==> src/rtl/pos_cmd_sequencer.sv <==
// pos_cmd_sequencer: per-axis target FIFO, control tick and relative-move generator for the step/dir controller (define SOFT_LIMIT_EN to clamp targets to [POS_MIN, POS_MAX])
module pos_cmd_sequencer #(
  parameter int TICK_DIV = 40960,
  parameter int FIFO_DEPTH = 8,
  parameter logic [15:0] POS_MIN = 16'd0,
  parameter logic [15:0] POS_MAX = 16'd65535
) (
  input  logic        CLK_10MHZ,
  input  logic        RST_N,
  input  logic [15:0] pos_data,
  input  logic        pos_valid,
  output logic        pos_ready,
  input  logic        set_home,
  output logic        clock_4ms,
  output logic [15:0] deltaPos,
  output logic        dir_req,
  output logic        newPosSignal,
  output logic [15:0] cur_target,
  output logic [4:0]  fifo_level,
  output logic [7:0]  underrun_cnt
);
  localparam int AW = $clog2(FIFO_DEPTH);
  localparam int CW = $clog2(TICK_DIV);
`ifdef SOFT_LIMIT_EN
  localparam bit LimitEn = 1'b1;
`else
  localparam bit LimitEn = 1'b0;
`endif
  typedef enum logic [1:0] {IDLE, POP, CALC, ISSUE} state_t;
  state_t state, nextState;
  logic [15:0] fifoMem [FIFO_DEPTH];
  logic [AW-1:0] wrPtr, rdPtr;
  logic [CW-1:0] tickCnt;
  logic [15:0] tgt, tgtLim, diff;
  logic push, popEn, calcEn, issueEn, underrunInc, tgtAbove;
  assign pos_ready = fifo_level != 5'(FIFO_DEPTH);
  assign push = pos_valid && pos_ready && !set_home;
  assign clock_4ms = tickCnt == CW'(TICK_DIV - 1);
  assign tgtLim = !LimitEn ? tgt : tgt < POS_MIN ? POS_MIN : tgt > POS_MAX ? POS_MAX : tgt;
  assign tgtAbove = tgtLim > cur_target;
  assign diff = tgtAbove ? tgtLim - cur_target : cur_target - tgtLim;
  // Free-running tick counter; wraps on the tick cycle
  always_ff @(posedge CLK_10MHZ or negedge RST_N)
    if (!RST_N) tickCnt <= '0;
    else tickCnt <= clock_4ms ? '0 : tickCnt + 1'b1;
  // FSM state register
  always_ff @(posedge CLK_10MHZ or negedge RST_N)
    if (!RST_N) state <= IDLE;
    else state <= nextState;
  // Next state and per-state action enables; set_home forces IDLE and blocks every action
  always_comb begin
    nextState = state;
    popEn = 1'b0;
    calcEn = 1'b0;
    issueEn = 1'b0;
    underrunInc = 1'b0;
    if (set_home) nextState = IDLE;
    else
      case (state)
        IDLE: if (clock_4ms) begin
          nextState = fifo_level != 5'd0 ? POP : IDLE;
          underrunInc = fifo_level == 5'd0;
        end
        POP: begin
          popEn = 1'b1;
          nextState = CALC;
        end
        CALC: begin
          calcEn = 1'b1;
          nextState = ISSUE;
        end
        default: begin
          issueEn = 1'b1;
          nextState = IDLE;
        end
      endcase
  end
  // FIFO storage; no reset needed since occupancy is tracked separately
  always_ff @(posedge CLK_10MHZ)
    if (push) fifoMem[wrPtr] <= pos_data;
  // FIFO pointers and occupancy; set_home flushes
  always_ff @(posedge CLK_10MHZ or negedge RST_N)
    if (!RST_N) begin
      wrPtr <= '0;
      rdPtr <= '0;
      fifo_level <= '0;
    end else if (set_home) begin
      wrPtr <= '0;
      rdPtr <= '0;
      fifo_level <= '0;
    end else begin
      if (push) wrPtr <= wrPtr + 1'b1;
      if (popEn) rdPtr <= rdPtr + 1'b1;
      fifo_level <= fifo_level + 5'(push) - 5'(popEn);
    end
  // Move datapath: latch head, compute move in CALC so the strobe lands in ISSUE, commit target at end of ISSUE
  always_ff @(posedge CLK_10MHZ or negedge RST_N)
    if (!RST_N) begin
      tgt <= '0;
      deltaPos <= '0;
      dir_req <= 1'b0;
      newPosSignal <= 1'b0;
      cur_target <= '0;
      underrun_cnt <= '0;
    end else begin
      newPosSignal <= calcEn && diff != 16'd0;
      if (popEn) tgt <= fifoMem[rdPtr];
      if (calcEn) tgt <= tgtLim;
      if (calcEn && diff != 16'd0) begin
        deltaPos <= diff;
        dir_req <= tgtAbove;
      end
      if (set_home) cur_target <= '0;
      else if (issueEn) cur_target <= tgt;
      if (underrunInc && underrun_cnt != 8'hFF) underrun_cnt <= underrun_cnt + 1'b1;
    end
endmodule

==> config.mk <==
export PLATFORM = sky130hd
export DESIGN_NAME = pos_cmd_sequencer
export DESIGN_NICKNAME = d
export VERILOG_FILES = /design/src/rtl/pos_cmd_sequencer.sv
export SDC_FILE = /design/constraint.sdc
export NUM_CORES = 1
export LEC_CHECK = 0
export ABC_AREA = 0
export ABC_CLOCK_PERIOD_IN_PS = 3800
export CAP_MARGIN = 10
export CORE_UTILIZATION = 45
export CTS_CLUSTER_SIZE = 25
export DETAILED_ROUTE_END_ITERATION = 16
export PLACE_DENSITY = 0.69
export SYNTH_ARGS = -nofsm -noshare
export SYNTH_HDL_FRONTEND = slang
export SYNTH_SLANG_ARGS = --single-unit
export TNS_END_PERCENT = 30
==> constraint.sdc <==
create_clock -name CLK_10MHZ -period 3.8 [get_ports CLK_10MHZ]
set_input_delay 0.57 -clock CLK_10MHZ [delete_from_list [all_inputs] [get_ports CLK_10MHZ]]
set_output_delay 0.57 -clock CLK_10MHZ [all_outputs]
set_load 0.01 [all_outputs]
==> results.tsv, run 1 <==
metric	value	unit
outcome	finished, final reports clean	
vias per cell	5.26	
sequential-to-total area share from yosys stat	0.584	
vias in the first global route	6257	
commonest non-fill, non-tap cell in the layout	edfxtp_1	
setup tns final	0	ns
met3 WL post-DR	841	µm
Fin Hold WS	0.126	ns
Reg clk slew, reported paths	0.06	ns
Top FF cell, synth	edfxtp_1	
clock group share of total power	0.367	
critical path's slowest cell	or4_1	
first-pass GRT wire length	32900	µm
critical path data arrival time	3.98	ns
largest net degree at the start of global routing	67	
Mapped Area	10300	µm²
RSZ-0062 raised after global routing	false	
# DRC	0	
CP Launch Type	flip-flop	
cell mode on critical path	nand4_1	
Highest Signal Layer	met4	
PD cells	524	nW/µm²
fin cells	1174	
worst path required time	4.20	ns
DR pass1 iterations	5	
Post-Synth XOR/XNOR Area	0.0415	
H-Tree Depth	1	
Avg WL per Cell	17.1	µm
Post-Syn Instances	772	
commonest cells after routing, fill and taps aside	edfxtp_1, dfrtp_1, nor2_1, clkdlybuf4s50_1, a21oi_1	
TritonCTS clock tree	yes	
post-route ant nets	0	
Slew Viols, Final	0	
total global-route track usage	0.176	
synth unique cells	55	
final wirelength	20100	µm
syn avg cell area	13.4	µm²
Simple-Gate Fraction of Synth Area	0.0811	
Detailed Place HPWL	13400	µm
slew at the pin closest to its max-slew limit	1.09	ns
worst path cell trace	inv_1 > ha_2 > nand4_1 > or4_1 > nand2_1 > a21oi_4 > buf_4 > a2111oi_4 > o32ai_2 > xnor2_2 > nand4_1 > o21bai_4 > buf_12 > mux2_2	
Gate power share	0.218	
switch share	0.270	
drt initial violations	276	
Seq cells post-synth	215	
Crit Path Class	reg -> reg	
Post-CTS Hold Buffers	0	
max_cap viols	0	
slew margin rel.	0.272	
CTS sink count	215	
CTS Buffer Depth	3	
Vert. Die Dim	153	µm
core area	22600	µm²
Hold Fails Final Rpt	0	
syn_nets	841	
largest family of logic cells by synthesized area	multiplexers	
Synth area leaders	edfxtp_1, dfrtp_1, mux4_2, ha_1, mux2i_1	
IO buf count	68	
post-synthesis compound-gate area fraction	0.0668	
DP Cell Count	1130	
min Tclk post-route	3.58	ns
Fmax	280	MHz
Yosys top cell area share	0.373	
WL met1	9360	µm
die width	153	µm
post-synth top area cell	edfxtp_1	
antenna violations before repair	0	
clock skew	0.0138	ns
cts bufs inserted	24	
P&R area growth vs syn	19.9	%
asr flop ratio synth	0.405	
Worst VDD drop	367	µV
initial core utilization	0.457	
CTS Root Cell	clkbuf_16	
io pins	69	
Setup-failing EPs final	0	
yosys warns	0	
gpl congestion	0.878	
Ant. Diodes	0	
LEAKAGE	4.78	nW
Max stage delay on crit path	0.53	ns
total power	0.00648	W
Buf+Inv Stages, Crit Path	3	
Worst-Skew Late Latency	0.53	ns
fin nets	941	
Total Die Area	23500	µm²
Switch Pwr	0.00175	W
number of flops mapped to enable cells by yosys	128	
delay-heaviest family, CP	simple AND/OR/NAND/NOR gates	
synthesized-area fraction occupied by adder cells	0.0617	
Placement Rows	55	
Int Pwr	0.00473	W
Final Cycle Share	0.941	
sequential share of power	0.415	
layout cells sized above 1	0.159	
total grt overflow	0	
met2 WL post-DR	9570	µm
CP max FO	14	
routed vias	6170	
Hold WC Path Type	in -> async	
CP Capture Type	flip-flop	
mux contribution to synthesized area	0.131	
## worst reg2reg max path, stage by stage, from the launching register on
cell and delay (ns):
dfrtp_1 0.39, inv_1 0.06, ha_2 0.40, nand4_1 0.16
or4_1 0.53, nand2_1 0.12, a21oi_4 0.09, buf_4 0.20
a2111oi_4 0.33, o32ai_2 0.15, xnor2_2 0.21, nand4_1 0.15
o21bai_4 0.17, buf_12 0.17, mux2_2 0.34
## cell usage after synthesis (all sizes together), types with 2 or more instances
master	instances
buf	18
nand2	28
xnor2	27
dfrtp	87
edfxtp	128
nand4	14
and2	2
nor2b	9
a21o	9
nand2b	5
a211oi	3
mux2	14
o21ai	22
or4	2
xor2	21
a21oi	56
nor3	7
o221ai	4
nand3	17
inv	47
or3	3
fa	3
clkbuf	16
nand4b	2
mux2i	44
a31oi	2
ha	46
o21bai	2
o211ai	2
and3	5
nor2	81
nor3b	2
mux4	32
## power groups by stage
stage          clock (W)  sequential (W)  combinational (W)
2_1_floorplan          0         0.00274           0.000893
3_3_place_gp           0         0.00273            0.00135
3_5_place_dp           0         0.00274            0.00136
4_1_cts          0.00243         0.00269            0.00137
5_1_grt          0.00254         0.00270            0.00155
6_report         0.00237         0.00269            0.00141
## per-stage QoR
step | util | area (µm²) | setup slack [ns]
3_3_place_gp | 0.509 | 11500 | 0.157
5_1_grt | 0.548 | 12400 | 0.00449
3_5_place_dp | 0.509 | 11500 | 0.0498
4_1_cts | 0.545 | 12300 | 0.0387
2_1_floorplan | - | 10300 | 0.310
6_report | 0.548 | 12400 | 0.225
## logic make-up (layout without fill, tap and decap cells)
group	count (synthesis)	after routing
buf+inv	81	198
simple gates	179	179
flops	215	215
compound gates	110	110
xor+xnor	48	48
fa+ha+maj	49	49
mux	90	90
## final timing paths
path | slack [ns] | cells after the start | to | from
max in group asynchronous | 2.86 | 2 | state[1] | RST_N
max | 0.22 | 14 | deltaPos[2] | cur_target[14]
min | 0.13 | 1 | tickCnt[12] | RST_N
min in group CLK_10MHZ | 0.48 | 1 | tickCnt[8] | tickCnt[8]
max reg2reg | 0.22 | 14 | deltaPos[2] | cur_target[14]
min reg2reg | 0.48 | 1 | tickCnt[8] | tickCnt[8]
## flip-flops by register name, indices dropped and copies added (netlist names), 5 cells and up
| name | flops |
|---|---|
| fifoMem | 128 |
| cur_target | 16 |
| deltaPos | 16 |
| tgt | 16 |
| tickCnt | 16 |
| underrun_cnt | 8 |
| fifo_level | 5 |
## what timing repair did
action | CTS | global route
setup buffers | 0 | 1
setup endpoints to repair | 0 | 13
gates resized for setup | 0 | 9
## area by class of cell
type / instances / area [µm²]
sequential: 215 / 6020
fill: 1891 / 10200
clock inverter: 11 / 190
timing repair buffer: 108 / 991
multi-input combinational: 476 / 3990
clock buffer: 32 / 631
tap: 285 / 357
inverter: 47 / 176
## layer usage
metal	global-route usage	up-vias
met5	0	-
met4	0.0400	0
met3	0.0298	23
met2	0.290	133
met1	0.245	3008
li1	-	3006
Note: power is estimated with default switching activity, not from simulation.
==> inputs of run 2 (changes only) <==
--- a/config.mk
+++ b/config.mk
@@ -8,10 +8,11 @@
 export ABC_AREA = 0
 export ABC_CLOCK_PERIOD_IN_PS = 3800
 export CAP_MARGIN = 10
+export CORE_ASPECT_RATIO = 0.8
 export CORE_UTILIZATION = 45
 export CTS_CLUSTER_SIZE = 25
 export DETAILED_ROUTE_END_ITERATION = 16
-export PLACE_DENSITY = 0.69
+export PLACE_DENSITY = 0.66
 export SYNTH_ARGS = -nofsm -noshare
 export SYNTH_HDL_FRONTEND = slang
 export SYNTH_SLANG_ARGS = --single-unit
==> run 2 against run 1 <==
Effect of this change: via count rose by 2.2%; flip-flop and latch count did not move; final cell count rose by 2.3%; highest routed layer unchanged; core utilization rose by 0.42 points; critical endpoint is now deltaPos[3]; routed wire length rose by 6.1%; clock skew fell by 0.0034 ns; sequential power barely moved; combinational power rose by 3%; worst setup slack got worse by 0.017 ns; clock power fell by 3%; clock-buffer cell count fell by 6; fmax fell by 0.47%.
==> results.tsv, run 2 (synthesis gave the netlist of run 1 again) <==
metric	value	unit	change
Total Die Area	23500	µm²	about the same
antenna violations before repair	0		unchanged
final wirelength	21300	µm	+6.1%
max_cap viols	0		unchanged
CTS Buffer Depth	3		unchanged
initial core utilization	0.458		+0.00145
TritonCTS clock tree	yes		
CP Launch Type	flip-flop		
CP max FO	14		unchanged
vias per cell	5.25		-0.13%
min Tclk post-route	3.59	ns	+0.0168 ns
RSZ-0062 raised after global routing	false		
largest net degree at the start of global routing	48		-28%
gpl congestion	0.905		+3.0%
Fmax	278	MHz	-0.47%
max FFs per register	128		unchanged
worst path required time	4.20	ns	about the same
slew at the pin closest to its max-slew limit	1.13	ns	+0.0389 ns
post-route ant nets	0		unchanged
drt initial violations	410		+49%
Crit Path Class	reg -> reg		
Hold Fails Final Rpt	0		unchanged
Max stage delay on crit path	0.54	ns	about the same
cell mode on critical path	nand4_1		
CTS Root Cell	clkbuf_16		
outcome	finished, final reports clean		
Slew Viols, Final	0		unchanged
Switch Pwr	0.00177	W	+1.3%
commonest cells after routing, fill and taps aside	edfxtp_1, dfrtp_1, nor2_1, clkdlybuf4s50_1, a21oi_1		
cts bufs inserted	22		-8.3%
Final Cycle Share	0.945		+0.00442
die width	171	µm	+12%
Reg area	6020	µm²	about the same
Worst-Skew Late Latency	0.52	ns	about the same
commonest non-fill, non-tap cell in the layout	edfxtp_1		
Multi-input gate area	3970	µm²	-0.60%
CP Capture Type	flip-flop		
total grt overflow	0		unchanged
worst path cell trace	inv_1 > ha_1 > nand4_1 > or4_1 > nand2_1 > a21oi_4 > buf_4 > a2111oi_4 > o32ai_1 > xnor2_2 > nand4_1 > o21bai_4 > buf_12 > mux2_2		
Worst VDD drop	377	µV	+2.8%
clock group share of total power	0.357		-0.010
Filler cells	1901		+0.53%
Ant. Diodes	0		unchanged
io pins	69		unchanged
slew margin rel.	0.246		-0.0259
switch share	0.276		+0.00558
Gate power share	0.225		+0.007
Detailed Place HPWL	14800	µm	+11%
first-pass GRT wire length	34100	µm	+3.5%
sequential share of power	0.418		+0.003
H-Tree Depth	1		unchanged
# DRC	0		unchanged
DR pass1 iterations	5		unchanged
setup tns final	0	ns	unchanged
Vert. Die Dim	137	µm	-10%
core area	22500	µm²	-0.32%
total power	0.00643	W	-0.79%
Placement Rows	49		-11%
Setup-failing EPs final	0		unchanged
fin nets	948		+0.74%
vias in the first global route	6128		-2.1%
P&R area growth vs syn	20.4	%	
layout cells sized above 1	0.165		+0.00676
critical path data arrival time	4.00	ns	+0.02 ns
clock skew	0.0103	ns	-0.00343 ns
PD cells	518	nW/µm²	-1.2%
Largest Register	fifoMem		
Reg clk slew, reported paths	0.06	ns	about the same
total global-route track usage	0.189		+0.0128
Avg WL per Cell	17.7	µm	+3.8%
Int Pwr	0.00465	W	-1.5%
routed vias	6304		+2.2%
LEAKAGE	4.81	nW	+0.59%
CTS sink count	215		unchanged
critical path's slowest cell	or4_1		
IO buf count	68		unchanged
Hold WC Path Type	in -> async		
run 2: changes by cell type in the layout (fill, tap and decap cells not counted), moves of 3 or more:
cell      previous run  this run
buf_4               40        48
clkbuf_1             8         0
clkbuf_8             0         3
clkinv_1             0         4
ha_1                43        46
ha_2                 3         0
run 2: critical path: cells and delay by family, from the launching register on:
| kind | cells | cell delay (ns) |
|---|---|---|
| xor gates and xnor gates | 1 | 0.18 |
| AOI/OAI and AO/OA | 4 | 0.76 |
| DFF | 1 | 0.40 |
| buffers and inverters | 3 | 0.43 |
| adders and majority gates | 1 | 0.38 |
| muxes | 1 | 0.34 |
| and+or+nand+nor | 4 | 0.99 |
run 2: final timing paths:
kind | from | endpoint | slack [ns] | cells past startpoint
worst max register to register | cur_target[13] | deltaPos[3] | 0.21 | 14
max in group asynchronous | RST_N | cur_target[8] | 3.01 | 2
worst min register to register | tickCnt[12] | tickCnt[12] | 0.47 | 1
min in group CLK_10MHZ | tickCnt[12] | tickCnt[12] | 0.47 | 1
worst max-delay path | cur_target[13] | deltaPos[3] | 0.21 | 14
worst min-delay path | RST_N | deltaPos[8] | 0.05 | 1
run 2: timing repair:
action	4_1_cts	5_1_grt
endpoints found under the hold margin	0	0
hold buffers	0	0
buffers inserted	0	1
resized for setup	0	4
setup endpoints to repair	0	13
run 2: metrics by stage:
stage	util	instance area (µm²)	std cells	hold WS (ns)	setup slack [ns]
floorplan	-	10300	772	0.274	0.310
global placement	0.515	11600	1160	0.461	0.156
detailed placement	0.515	11600	1160	0.456	0.147
CTS	0.551	12400	1200	0.0598	0.0836
global route	0.552	12400	1201	0.0939	0.00486
finish	0.552	12400	1201	0.0545	0.208
run 2: layer usage:
layer	global-route usage	vias to the layer above	wire, µm
li1	-	3017	-
met5	0	-	0
met2	0.280	129	9430
met4	0.0496	0	397
met3	0.0256	26	925
met1	0.291	3132	10600
run 2: power groups by stage:
stage	logic [W]	registers [W]	clock network (W)
2_1_floorplan	0.000893	0.00274	0
3_3_place_gp	0.00142	0.00273	0
3_5_place_dp	0.00142	0.00274	0
4_1_cts	0.00143	0.00269	0.00235
5_1_grt	0.00159	0.00270	0.00244
6_report	0.00145	0.00269	0.00229
run 2: layout make-up:
class | instances | area share
Inverter | 47 | 0.0142
Timing Repair Buffer | 117 | 0.0863
Clock inverter | 14 | 0.0141
Sequential cell | 215 | 0.485
Clock buffer | 26 | 0.0497
Multi-Input combinational cell | 476 | 0.320
Tap cell | 306 | 0.0308
==> inputs of run 3 (changes only) <==
--- a/config.mk
+++ b/config.mk
@@ -9,10 +9,10 @@
 export ABC_CLOCK_PERIOD_IN_PS = 3800
 export CAP_MARGIN = 10
 export CORE_ASPECT_RATIO = 0.8
-export CORE_UTILIZATION = 45
+export CORE_UTILIZATION = 59
 export CTS_CLUSTER_SIZE = 25
 export DETAILED_ROUTE_END_ITERATION = 16
-export PLACE_DENSITY = 0.66
+export PLACE_DENSITY = 0.82
 export SYNTH_ARGS = -nofsm -noshare
 export SYNTH_HDL_FRONTEND = slang
 export SYNTH_SLANG_ARGS = --single-unit
==> run 3 against run 2 <==
Effect of this change: worst setup slack worse by 0.037 ns; first-iteration DRC count fell by 1.7%; largest power group unchanged; critical path depth is 1 higher; die area is 23% lower.
==> results.tsv, run 3 (synthesis gave the netlist of run 1 again) <==
metric	value	unit	change
initial core utilization	0.613		+0.155
finished layout cell area	12400	µm²	-0.19%
Gate power share	0.232		+0.007
Ant. Diodes	0		unchanged
commonest cells after routing, fill and taps aside	edfxtp_1, dfrtp_1, nor2_1, clkdlybuf4s50_1, a21oi_1		
Detailed Place HPWL	14700	µm	-0.95%
total grt overflow	0		unchanged
worst path required time	4.19	ns	about the same
commonest non-fill, non-tap cell in the layout	edfxtp_1		
clock group share of total power	0.358		about the same
IO buf count	68		unchanged
Fmax	276	MHz	-1.0%
routed vias	6562		+4.1%
slew at the pin closest to its max-slew limit	1.16	ns	+0.0292 ns
P&R area growth vs syn	20.2	%	
Setup-failing EPs final	0		unchanged
# DRC	0		unchanged
final wirelength	22200	µm	+4.1%
first-pass GRT wire length	34800	µm	+2.1%
Fin Hold WS	0.151	ns	+0.0970 ns
clock skew	0.0220	ns	+0.0117 ns
critical path data arrival time	4.02	ns	+0.02 ns
switch share	0.277		+0.000510
fin nets	943		-0.53%
LEAKAGE	4.82	nW	+0.19%
DR pass1 iterations	5		unchanged
Hold Fails Final Rpt	0		unchanged
outcome	finished, final reports clean		
Post-CTS Hold Buffers	0		unchanged
CTS Root Cell	clkbuf_16		
CP max FO	8		-6
vias per cell	5.91		+13%
Worst VDD drop	486	µV	+29%
Int Pwr	0.00475	W	+2.1%
core area	16800	µm²	-25%
Total Die Area	18000	µm²	-23%
Final Cycle Share	0.955		+0.00964
CP Capture Type	flip-flop		
total power	0.00657	W	+2.2%
max_cap viols	0		unchanged
CTS Buffer Depth	3		unchanged
TritonCTS clock tree	yes		
H-Tree Depth	1		unchanged
Worst-Skew Late Latency	0.53	ns	about the same
cts bufs inserted	22		unchanged
Switch Pwr	0.00182	W	+2.4%
Slew Viols, Final	0		unchanged
max FFs per register	128		unchanged
setup tns final	0	ns	unchanged
slew margin rel.	0.226		-0.0194
Avg WL per Cell	20.0	µm	+13%
Hold WC Path Type	in -> async		
total global-route track usage	0.255		+0.0662
drt initial violations	403		-1.7%
io pins	69		unchanged
sequential share of power	0.411		-0.007
CTS sink count	215		unchanged
layout cells sized above 1	0.172		+0.00655
post-route ant nets	0		unchanged
Largest Register	fifoMem		
CP Launch Type	flip-flop		
Reg clk slew, reported paths	0.06	ns	about the same
min Tclk post-route	3.63	ns	+0.0366 ns
antenna violations before repair	0		unchanged
Placement Rows	42		-14%
die width	150	µm	-13%
Vert. Die Dim	120	µm	-12%
vias in the first global route	6606		+7.8%
largest net degree at the start of global routing	65		+35%
PD cells	530	nW/µm²	+2.4%
DP Area	11400	µm²	-1.8%
Reg2Reg Setup Slack	0.17	ns	-0.04 ns
Crit Path Class	reg -> reg		
gpl congestion	0.895		-1.1%
==> run 3: final cells by class <==
type | count | area, µm²
Inverter | 47 | 176
Tap cell | 220 | 275
Multi-Input combinational cell | 476 | 4070
Clock inverter | 15 | 231
Timing Repair Buffer | 112 | 1040
Clock buffer | 25 | 572
Fill cell | 1072 | 4430
Sequential cell | 215 | 6020
==> run 3: critical path, stage by stage (launching register included) <==
cell,delay (ns)
dfrtp_1,0.39
inv_1,0.09
ha_4,0.30
buf_4,0.13
nand4_1,0.14
or4_4,0.54
nand2_2,0.10
a21oi_4,0.06
buf_4,0.18
mux2i_4,0.19
o32ai_2,0.30
xnor2_2,0.17
nand4_1,0.17
o21bai_4,0.25
buf_12,0.15
mux2_2,0.33
==> run 3: through the flow <==
stage	std cells	setup WS (ns)	utilization
floorplan	772	0.310	-
CTS	1103	0.0679	0.725
detailed placement	1063	0.101	0.677
global route	1110	-0.00639	0.737
global placement	1063	0.167	0.677
finish	1110	0.171	0.737
==> run 3: timing repair <==
| action | in CTS | in global routing |
|---|---|---|
| gates resized for setup | 0 | 25 |
| setup buffers | 0 | 6 |
| setup endpoints to repair | 0 | 12 |
==> run 3: power groups by stage <==
stage | sequential (W) | clock, W | combinational, W
after floorplan | 0.00274 | 0 | 0.000893
after global placement | 0.00272 | 0 | 0.00133
after detailed placement | 0.00274 | 0 | 0.00137
after CTS | 0.00270 | 0.00239 | 0.00138
after global routing | 0.00271 | 0.00247 | 0.00166
final | 0.00270 | 0.00235 | 0.00152
==> run 3: path summary, 6_finish.rpt <==
| path | start | end | cells after the start |
|---|---|---|---|
| max | cur_target[10] | deltaPos[2] | 15 |
| min | RST_N | tickCnt[12] | 1 |
| max reg2reg | cur_target[10] | deltaPos[2] | 15 |
| min reg2reg | tickCnt[8] | tickCnt[8] | 1 |
| max in group asynchronous | RST_N | tgt[14] | 2 |
| min in group CLK_10MHZ | tickCnt[8] | tickCnt[8] | 1 |
==> run 3: per-layer routing <==
layer / global-route usage / share of wire / routed length, µm
met5: 0 / 0 / 0
met4: 0.0739 / 0.029 / 633
met3: 0.0453 / 0.062 / 1370
met2: 0.421 / 0.49 / 10800
met1: 0.349 / 0.42 / 9350
==> edit (settings of run 3) <==
Make the reset (`RST_N`) synchronous in 4 clocked blocks.
--- a/src/rtl/pos_cmd_sequencer.sv
+++ b/src/rtl/pos_cmd_sequencer.sv
@@ -42,3 +42,3 @@
   // Free-running tick counter; wraps on the tick cycle
-  always_ff @(posedge CLK_10MHZ or negedge RST_N)
+  always_ff @(posedge CLK_10MHZ)
     if (!RST_N) tickCnt <= '0;
@@ -46,3 +46,3 @@
   // FSM state register
-  always_ff @(posedge CLK_10MHZ or negedge RST_N)
+  always_ff @(posedge CLK_10MHZ)
     if (!RST_N) state <= IDLE;
@@ -81,3 +81,3 @@
   // FIFO pointers and occupancy; set_home flushes
-  always_ff @(posedge CLK_10MHZ or negedge RST_N)
+  always_ff @(posedge CLK_10MHZ)
     if (!RST_N) begin
@@ -96,3 +96,3 @@
   // Move datapath: latch head, compute move in CALC so the strobe lands in ISSUE, commit target at end of ISSUE
-  always_ff @(posedge CLK_10MHZ or negedge RST_N)
+  always_ff @(posedge CLK_10MHZ)
     if (!RST_N) begin
Formal check against the unedited RTL: differs if RST_N is asserted again (counterexample within 4 cycles, from zero or initial values and one cycle with RST_N low); with RST_N held inactive, the same outputs for 10 cycles.
==> edit against run 3 <==
  * Synthesized area is 0.41% lower
  * Worst setup slack better by 0.081 ns
  * Sequential cell count stayed put
  * Synthesized cell count is 9.2% higher
  * Critical path depth is 3 lower
  * Final area is 3.0% lower
  * Wire length is 1.3% higher
  * Global-route usage is 0.48 points higher
  * Hold slack better by 0.33 ns
  * Critical path type unchanged
Power is not compared: it rests on default switching activity, and its combinational part moved more than twofold at a synthesized area within 25%.
==> edit: results (changes against run 3) <==
status completed; Clk pin slew, worst setup/hold paths 0.06 ns (about the same); met1 WL 9.72 mm (+3.9%); Hold Crit Start tickCnt[0]; final setup fails 0 (unchanged); mux share of post-synthesis cell area 11.4% (-1.7 points); reg2reg setup slack 0.25 ns (+0.08 ns); Ant. Diodes 0 (unchanged); global-route wire length before repair 35.9 mm (+3.4%); clock skew 0.0102 ns (-0.0118 ns); Yosys cell types 70 (+27%); Crit Path Max Fanout 13 (+5); via density per instance 5.92 (+0.20%); Synth Area in Adders 6.19% (+0.026 points); drt first pass iters 5 (unchanged); H-tree levels 1 (unchanged); number of global-route vias before repair 6,755 (+2.3%); routability congestion estimate 0.933 (+4.2%); sequential share of power 53.8%; met2 WL 10.9 mm (+0.96%); clock latency on the worst-skew pair 0.50 ns (-0.03 ns); fraction of layout cells with a size suffix above 1 13.7% (-3.5 points); final-layout fill cell count 1,154 (+7.6%); Post-synth top cells edfxtp_1 (128), dfxtp_1 (87), nor2_1 (83); Crit path arrival time 3.91 ns (-0.11 ns); antenna violations before repair 0 (unchanged); Total GRT Usage 26.0% (+0.48 points); critical path endpoint deltaPos[13]; top layer in use met4; Inserted Clock Buffers 21 (-4.5%); Total Power 4.62 mW; nets 996 (+5.6%); routed len/inst 19.3 µm (-3.2%); Worst VDD drop 0.395 mV; 1st-iter DRT viols 593 (+47%); compound-cell area share of the yosys netlist 9.90% (+3.2 points); CTS Buffer Depth 3 (unchanged); GR met3 Demand/Resource 5.10% (+0.57 points); top post-synthesis cells by area edfxtp_1 (37%), dfxtp_1 (17%), mux4_2 (7.0%); Comb. pwr 0.0989 mW; XOR/XNOR Fraction of Synth Area 3.33% (-0.82 points); Internal 3.67 mW; register area share after synthesis 54.4% (-4.0 points); CTS resizes 1 (+1); CP Launch Point cur_target[11]; hold-critical path depth 1; post-synthesis async set-or-reset flop share 0% (-40 points); largest net degree at the start of global routing 35 (-46%); Tightest Pin Transition 1.06 ns (-0.0995 ns); routing usage on met2 43.0% (+0.93 points); half-perimeter wire length after placement 15.0 mm (+2.4%); leakage power 4.06 nW; Post-CTS Setup Inserts 0 (unchanged); Hold/Removal Path Class flop to flop; RR Endpoint deltaPos[13]; syn_nets 912 (+8.4%); GRT met1 Usage 35.4% (+0.44 points); WL met3 1.42 mm (+3.7%); R2R cell count 12 (-3)
[edit: metrics by stage]
step                      cells  setup slack (ns)  hold WS [ns]  area, µm²
after floorplan             843             0.570         0.426      10300
after global placement     1124            0.0400         0.437      11300
after detailed placement   1124          -0.00868         0.455      11300
after CTS                  1162           0.00968         0.478      12000
after global routing       1162          -0.00455         0.503      12000
final                      1162             0.252         0.478      12000
[edit: critical path: stages (launching register included)]
cell and delay (ns):
dfxtp_1 0.39, inv_1 0.07, ha_1 0.37, a21oi_1 0.25
o21ai_2 0.13, a211oi_4 0.48, a21o_4 0.29, mux2i_1 0.25
xnor2_1 0.23, o2111a_1 0.34, o2111ai_4 0.27, a21oi_1 0.27
a311oi_2 0.07
[edit: cell type report]
class	instances	area, µm²	share of cell area [%]
Clock inverter	15	130	1.08
Tap cell	220	275	2.29
Timing Repair Buffer	105	958	7.98
Clock buffer	23	533	4.44
Multi-Input combinational cell	537	4350	36.2
Inverter	47	176	1.47
Sequential cell	215	5590	46.5
